## config.mk

```make
export PLATFORM = sky130hd
export DESIGN_NAME = mul12u_approx_mac
export DESIGN_NICKNAME = d
export VERILOG_FILES = /design/src/rtl/mul12u_approx_mac_pkg.sv /design/src/rtl/mul12u_approx_mac_trunc_core.sv /design/src/rtl/mul12u_approx_mac.sv
export SDC_FILE = /design/constraint.sdc
export NUM_CORES = 1
export LEC_CHECK = 0
export CAP_MARGIN = 20
export CORE_MARGIN = 5
export CORE_UTILIZATION = 45
export CTS_BUF_LIST = sky130_fd_sc_hd__clkbuf_8
export DETAILED_ROUTE_END_ITERATION = 6
export DONT_BUFFER_PORTS = 1
export SLEW_MARGIN = 10
export SYNTH_ARGS = -nofsm -noshare
export SYNTH_HDL_FRONTEND = slang
export SYNTH_SLANG_ARGS = --single-unit
```

## constraint.sdc

```tcl
create_clock -name clk -period 8.6 [get_ports clk]
set_clock_uncertainty 0.15 [all_clocks]
set_input_delay 1.72 -clock clk [delete_from_list [all_inputs] [get_ports clk]]
set_output_delay 1.72 -clock clk [all_outputs]
set_load 0.005 [all_outputs]
```

## src/rtl/mul12u_approx_mac_pkg.sv

```systemverilog
// Shared types and helpers for the truncated approximate multiply-accumulate block.
//   state_e  : controller states (ACCUM, DRAIN, DONE)
//   DEF_*    : default geometry of the 12x12 approximate multiplier
//   clog2    : ceiling log2, usable in constant expressions
package mul_approx_pkg;

  typedef enum logic [1:0] {
    ACCUM = 2'd0,
    DRAIN = 2'd1,
    DONE  = 2'd2
  } state_e;

  localparam int DEF_W     = 12;
  localparam int DEF_TRUNC = 4;
  localparam int PROD_W    = 2 * DEF_W;
  localparam int TRUNC_SH  = 2 * DEF_TRUNC;

  // Ceiling log2; clog2(1) = 0.
  function automatic int clog2(input int value);
    int res;
    int rem;
    res = 0;
    rem = value - 1;
    while (rem > 0) begin
      res = res + 1;
      rem = rem >> 1;
    end
    return res;
  endfunction

endpackage

```

## src/rtl/mul12u_approx_mac_trunc_core.sv

```systemverilog
// Combinational W x W unsigned approximate multiplier.
// The TRUNC low bits of each operand are dropped, the remaining high parts are
// multiplied exactly, and the result is shifted back by 2*TRUNC, so the low
// 2*TRUNC product bits are always zero. No rounding or compensation term.
//   a, b : operands (W bits, unsigned)
//   p    : approximate product (2*W bits)
module mul_trunc_core #(
  parameter int W     = 12,
  parameter int TRUNC = 4
) (
  input  logic [W-1:0]   a,
  input  logic [W-1:0]   b,
  output logic [2*W-1:0] p
);

  localparam int HW = W - TRUNC;

  logic [2*HW-1:0] prod_high;
  logic [2*W-1:0]  prod_ext;

  assign prod_high = a[W-1:TRUNC] * b[W-1:TRUNC];
  assign prod_ext  = (2*W)'(prod_high);
  assign p         = prod_ext << (2 * TRUNC);

endmodule

```

## src/rtl/mul12u_approx_mac.sv

```systemverilog
// Accumulation stage for the truncated approximate multiplier.
// Operand pairs arrive on a valid/ready stream, pass through a two-register
// product pipeline and are summed into a group accumulator. A group closes on
// in_last or after ACC_LEN products; the sum is then offered on out_*.
//   clk, rst             : clock, synchronous active-high reset
//   in_valid/in_ready    : operand stream handshake
//   in_a, in_b, in_last  : operands and early group close
//   out_valid/out_ready  : group sum handshake
//   out_sum, out_count   : group sum and number of products in it
module mul12u_approx_mac
  import mul_approx_pkg::*;
#(
  parameter int W       = DEF_W,
  parameter int TRUNC   = DEF_TRUNC,
  parameter int ACC_LEN = 16,
  parameter int ACC_W   = 28,
  localparam int CW     = clog2(ACC_LEN + 1)
) (
  input  logic             clk,
  input  logic             rst,
  input  logic             in_valid,
  output logic             in_ready,
  input  logic [W-1:0]     in_a,
  input  logic [W-1:0]     in_b,
  input  logic             in_last,
  output logic             out_valid,
  input  logic             out_ready,
  output logic [ACC_W-1:0] out_sum,
  output logic [CW-1:0]    out_count
);

  localparam int HW = W - TRUNC;
  localparam int PW = 2 * W;

  // The accumulator must hold ACC_LEN full-scale products without wrapping.
  if (ACC_W < PW + clog2(ACC_LEN)) begin : g_acc_width_check
    $error("mul12u_approx_mac: ACC_W too small for ACC_LEN products");
  end

  state_e         state;
  logic           dcnt;
  logic [HW-1:0]  a_h;
  logic [HW-1:0]  b_h;
  logic           v1;
  logic           v2;
  logic [PW-1:0]  p_comb;
  logic [PW-1:0]  p_reg;
  logic [ACC_W-1:0] acc;
  logic [CW-1:0]  cnt;

  logic accept;
  logic close_group;

  assign accept      = in_valid & in_ready;
  assign close_group = in_last | (cnt == CW'(ACC_LEN - 1));

  // Stage-1 registers hold only the kept operand bits; re-extend to W for the core.
  mul_trunc_core #(
    .W     (W),
    .TRUNC (TRUNC)
  ) u_core (
    .a ({a_h, {TRUNC{1'b0}}}),
    .b ({b_h, {TRUNC{1'b0}}}),
    .p (p_comb)
  );

  always_ff @(posedge clk) begin
    if (rst) begin
      state     <= ACCUM;
      dcnt      <= 1'b0;
      in_ready  <= 1'b1;
      out_valid <= 1'b0;
      out_sum   <= '0;
      out_count <= '0;
      a_h       <= '0;
      b_h       <= '0;
      v1        <= 1'b0;
      v2        <= 1'b0;
      p_reg     <= '0;
      acc       <= '0;
      cnt       <= '0;
    end else begin
      // Product pipeline: operand capture, product register, accumulate.
      v1 <= accept;
      if (accept) begin
        a_h <= in_a[W-1:TRUNC];
        b_h <= in_b[W-1:TRUNC];
      end
      v2    <= v1;
      p_reg <= p_comb;
      if (v2) begin
        acc <= acc + ACC_W'(p_reg);
      end

      case (state)
        ACCUM: begin
          if (accept) begin
            cnt <= cnt + 1'b1;
            if (close_group) begin
              state    <= DRAIN;
              dcnt     <= 1'b0;
              in_ready <= 1'b0;
            end
          end
        end
        // Two cycles let the last accepted pair reach the accumulator.
        DRAIN: begin
          if (dcnt) begin
            state <= DONE;
          end else begin
            dcnt <= 1'b1;
          end
        end
        // First DONE cycle latches the finished sum; then hold until taken.
        DONE: begin
          if (!out_valid) begin
            out_valid <= 1'b1;
            out_sum   <= acc;
            out_count <= cnt;
          end else if (out_ready) begin
            out_valid <= 1'b0;
            acc       <= '0;
            cnt       <= '0;
            state     <= ACCUM;
            in_ready  <= 1'b1;
          end
        end
        default: begin
          state <= ACCUM;
        end
      endcase
    end
  end

endmodule

```

==> summary.txt <==
Clock network
  – Clock sinks: 89
  – CTS clk-pin slew, worst paths: 0.10 ns
  – Clk_lat worst skew: 0.38 ns
  – Buffer count from post-CTS setup fixing: 0
  – Htree depth: 3
  – CTS resizes: 0
  – CTS root buf: clkbuf_8
  – CTS Buffer Depth: 2
  – Hold_buf cts: 0
  – Total CTS buffers: 9
  – CTS tree: done

GRT
  – Vias in the first global route: 4372
  – Initial antenna violation count: 0
  – Total track usage: 16.33%
  – First-pass GRT wire length: 21.37 mm
  – Total grt overflow: 0
  – Largest net degree at the start of global routing: 69

Layout
  – Commonest cells after routing, fill and taps aside: nand2_1, dfxtp_1, a21oi_1, inv_1, ha_1
  – Fin nets: 808
  – P&R area growth vs syn: 5.174%
  – Most common cell after layout, fill and taps aside: nand2_1
  – Share of cells above drive strength 1: 4.473%
  – Final core utilization: 47.82%
  – Ant. Diodes: 0
  – FF/Latch Area: 0.001782 mm2
  – Fill cells: 1278
  – Multi-input logic area: 0.003857 mm2

Route
  – Total Routed Length: 12.14 mm
  – Via density: 5.072
  – Vias: 4408
  – Initial DRT Pass Iterations: 4
  – Routed WL per cell: 13.97 um
  – DR iter-0 viols: 244
  – Final ANT Viol Nets: 0
  – Residual DRC: 0

Setup path
  – Setup crit end kind: flop
  – Crit path max-delay cell type: fa_1
  – CP max FO: 9
  – R2R setup slack: 4.06 ns
  – Reg-to-reg startpoint: b_h[7]
  – Worst r2r dst: p_reg[23]
  – Top delay family on crit path: adder cells
  – Max stage delay on crit path: 0.54 ns
  – CP Cell Sequence: nand2_1 -> fa_1 -> fa_1 -> inv_1 -> fa_1 -> inv_1 -> fa_1 -> inv_1 -> ha_1 -> a21boi_1 -> o221ai_1 -> a31oi_1 -> o21ai_0 -> nor3b_1
  – Buf/Inv on CP: 3
  – Register-to-Register Path Depth: 14
  – Startpoint types: flop
  – Most used cell, CP: fa_1
  – Crit path DAT: 4.64 ns
  – Setup Crit Path Kind: reg -> reg
  – Critical Path RT: 8.71 ns

Hold path
  – Hold Path End: v2
  – Hold wc startpoint: v1
  – Hold Crit Depth: 1
  – Tightest Hold Check Type: reg -> reg

Die
  – Die area: 0.01568 mm2
  – Height of the die: 125.2 um
  – Starting Density: 45.47%
  – Rows: 42
  – I/O Pins: 64
  – Core area: 0.01314 mm2
  – Die X: 125.2 um

Timing
  – Period utilization: 52.75%
  – Tmin final: 4.537 ns
  – Worst slew margin: 24.09%
  – RSZ-0062 raised after global routing: no
  – Final hold viol count: 0
  – Final setup TNS: 0 ns
  – Worst-Margin Slew: 1.137 ns
  – Setup violations, final: 0
  – Final slew viol count: 0
  – Fmax: 220.4 MHz

Synth
  – Adder-cell share of the synthesized area: 23.71%
  – Post-synthesis cell type count: 56
  – #FFs+latches synth: 89
  – Complex-gate fraction of the synthesized area: 13.24%
  – Post-Syn Area: 0.005973 mm2
  – Post-synthesis mux area share: 1.864%
  – Synthesized instance count: 700
  – Yosys warning count: 0
  – Sequential-to-total area share from yosys stat: 29.83%
  – Top FF cell, synth: dfxtp_1
  – XOR/XNOR Fraction of Synth Area: 3.079%
  – Synth Area per Inst: 8.533 um2
  – Post-synth EDFFs: 0
  – Asr flop ratio synth: 0%
  – Largest family of logic cells by synthesized area: adder cells
  – Post-Synth Simple-Gate Area: 22.18%

Pwr
  – Leakage: 0.002780 uW
  – PwrDens: 130.9 mW/mm2
  – Max VDD drop: 0.00009017 V
  – Pwr Total: 822.2 uW

Placed design
  – GP Congestion: 0.8580
  – Port bufs: 0
  – Detailed Place HPWL: 9.239 mm

Outcome
  – Status: complete, no violations

Job
  – Total of max-cap violations: 0
-- power by group --
part	switching, uW	internal, uW
registers	18.0	423
logic	44.4	31.0
clock network	160	145
total	223	600
-- metal layers --
layer	GRT usage (%)	share of wire (%)	vias up
met1	22.28	50	2057
met5	0	0	-
met3	3.539	3.3	14
li1	-	-	2287
met4	4.847	1.4	0
met2	26.13	46	50
-- cell families (layout without fill, tap and decap cells) --
logic type,after synthesis,in the layout
adders and majority gates,91,91
and+or+nand+nor,275,275
xor gates and xnor gates,21,21
DFF,89,89
buffers and inverters,86,72
AOI/OAI and AO/OA,126,126
other,1,8
muxes,11,11
-- worst max-delay path by stage --
stage	from	end	slack, ns	cells after the start
3_5_place_dp	a_h[2]	p_reg[22]	4.09	13
6_report	b_h[7]	p_reg[23]	4.06	14
4_1_cts	b_h[7]	p_reg[23]	4.05	14
3_3_place_gp	b_h[7]	p_reg[23]	4.12	14
2_1_floorplan	b_h[7]	p_reg[22]	4.37	14
5_1_grt	b_h[7]	p_reg[23]	3.71	14
-- cell type report --
cell class                      count  area share (%)
Multi-Input combinational cell    532           61.40
Tap cell                          176           3.505
Clock inverter                      6           1.135
Sequential cell                    89           28.36
Timing Repair Buffer                1          0.1195
Clock buffer                       10           2.191
Inverter                           55           3.286
-- synth_stat cells, types with 4 or more instances --
| master | number | area [um2] |
|---|---|---|
| xnor2_1 | 13 | 113.9 |
| a31oi_1 | 4 | 25.02 |
| dfxtp_1 | 89 | 1782 |
| buf_1 | 4 | 15.01 |
| nand3_1 | 11 | 55.05 |
| and2_1 | 52 | 325.3 |
| inv_1 | 55 | 206.5 |
| nor2_1 | 43 | 161.4 |
| mux2i_1 | 10 | 100.1 |
| nand4_1 | 5 | 31.28 |
| nand2_1 | 116 | 435.4 |
| fa_1 | 37 | 740.7 |
| nand3b_1 | 5 | 37.54 |
| o21ai_0 | 17 | 85.08 |
| a21o_1 | 7 | 52.55 |
| buf_4 | 9 | 67.56 |
| nor3_1 | 12 | 60.06 |
| nor2b_1 | 11 | 68.82 |
| ha_1 | 54 | 675.7 |
| xor2_1 | 8 | 70.07 |
| a21oi_1 | 71 | 355.3 |
| nand2b_1 | 5 | 31.28 |
| clkbuf_1 | 15 | 56.30 |
-- per-stage QoR --
step / hold slack [ns] / setup WS (ns) / instance area, um2 / std cells
2_1_floorplan: 0.2638 / 4.369 / 6000 / 707
3_5_place_dp: 0.2813 / 4.088 / 6073 / 853
6_report: 0.3172 / 4.063 / 6282 / 869
3_3_place_gp: 0.2827 / 4.121 / 6073 / 853
5_1_grt: 0.3321 / 3.707 / 6282 / 869
4_1_cts: 0.3259 / 4.048 / 6282 / 869
-- worst reg2reg max path: stages (launching register included) --
cell      delay, ns
dfxtp_1        0.50
nand2_1        0.13
fa_1           0.51
fa_1           0.54
inv_1          0.06
fa_1           0.52
inv_1          0.05
fa_1           0.52
inv_1          0.04
ha_1           0.33
a21boi_1       0.28
o221ai_1       0.28
a31oi_1        0.28
o21ai_0        0.09
nor3b_1        0.14
Note: power is estimated with default switching activity, not from simulation.
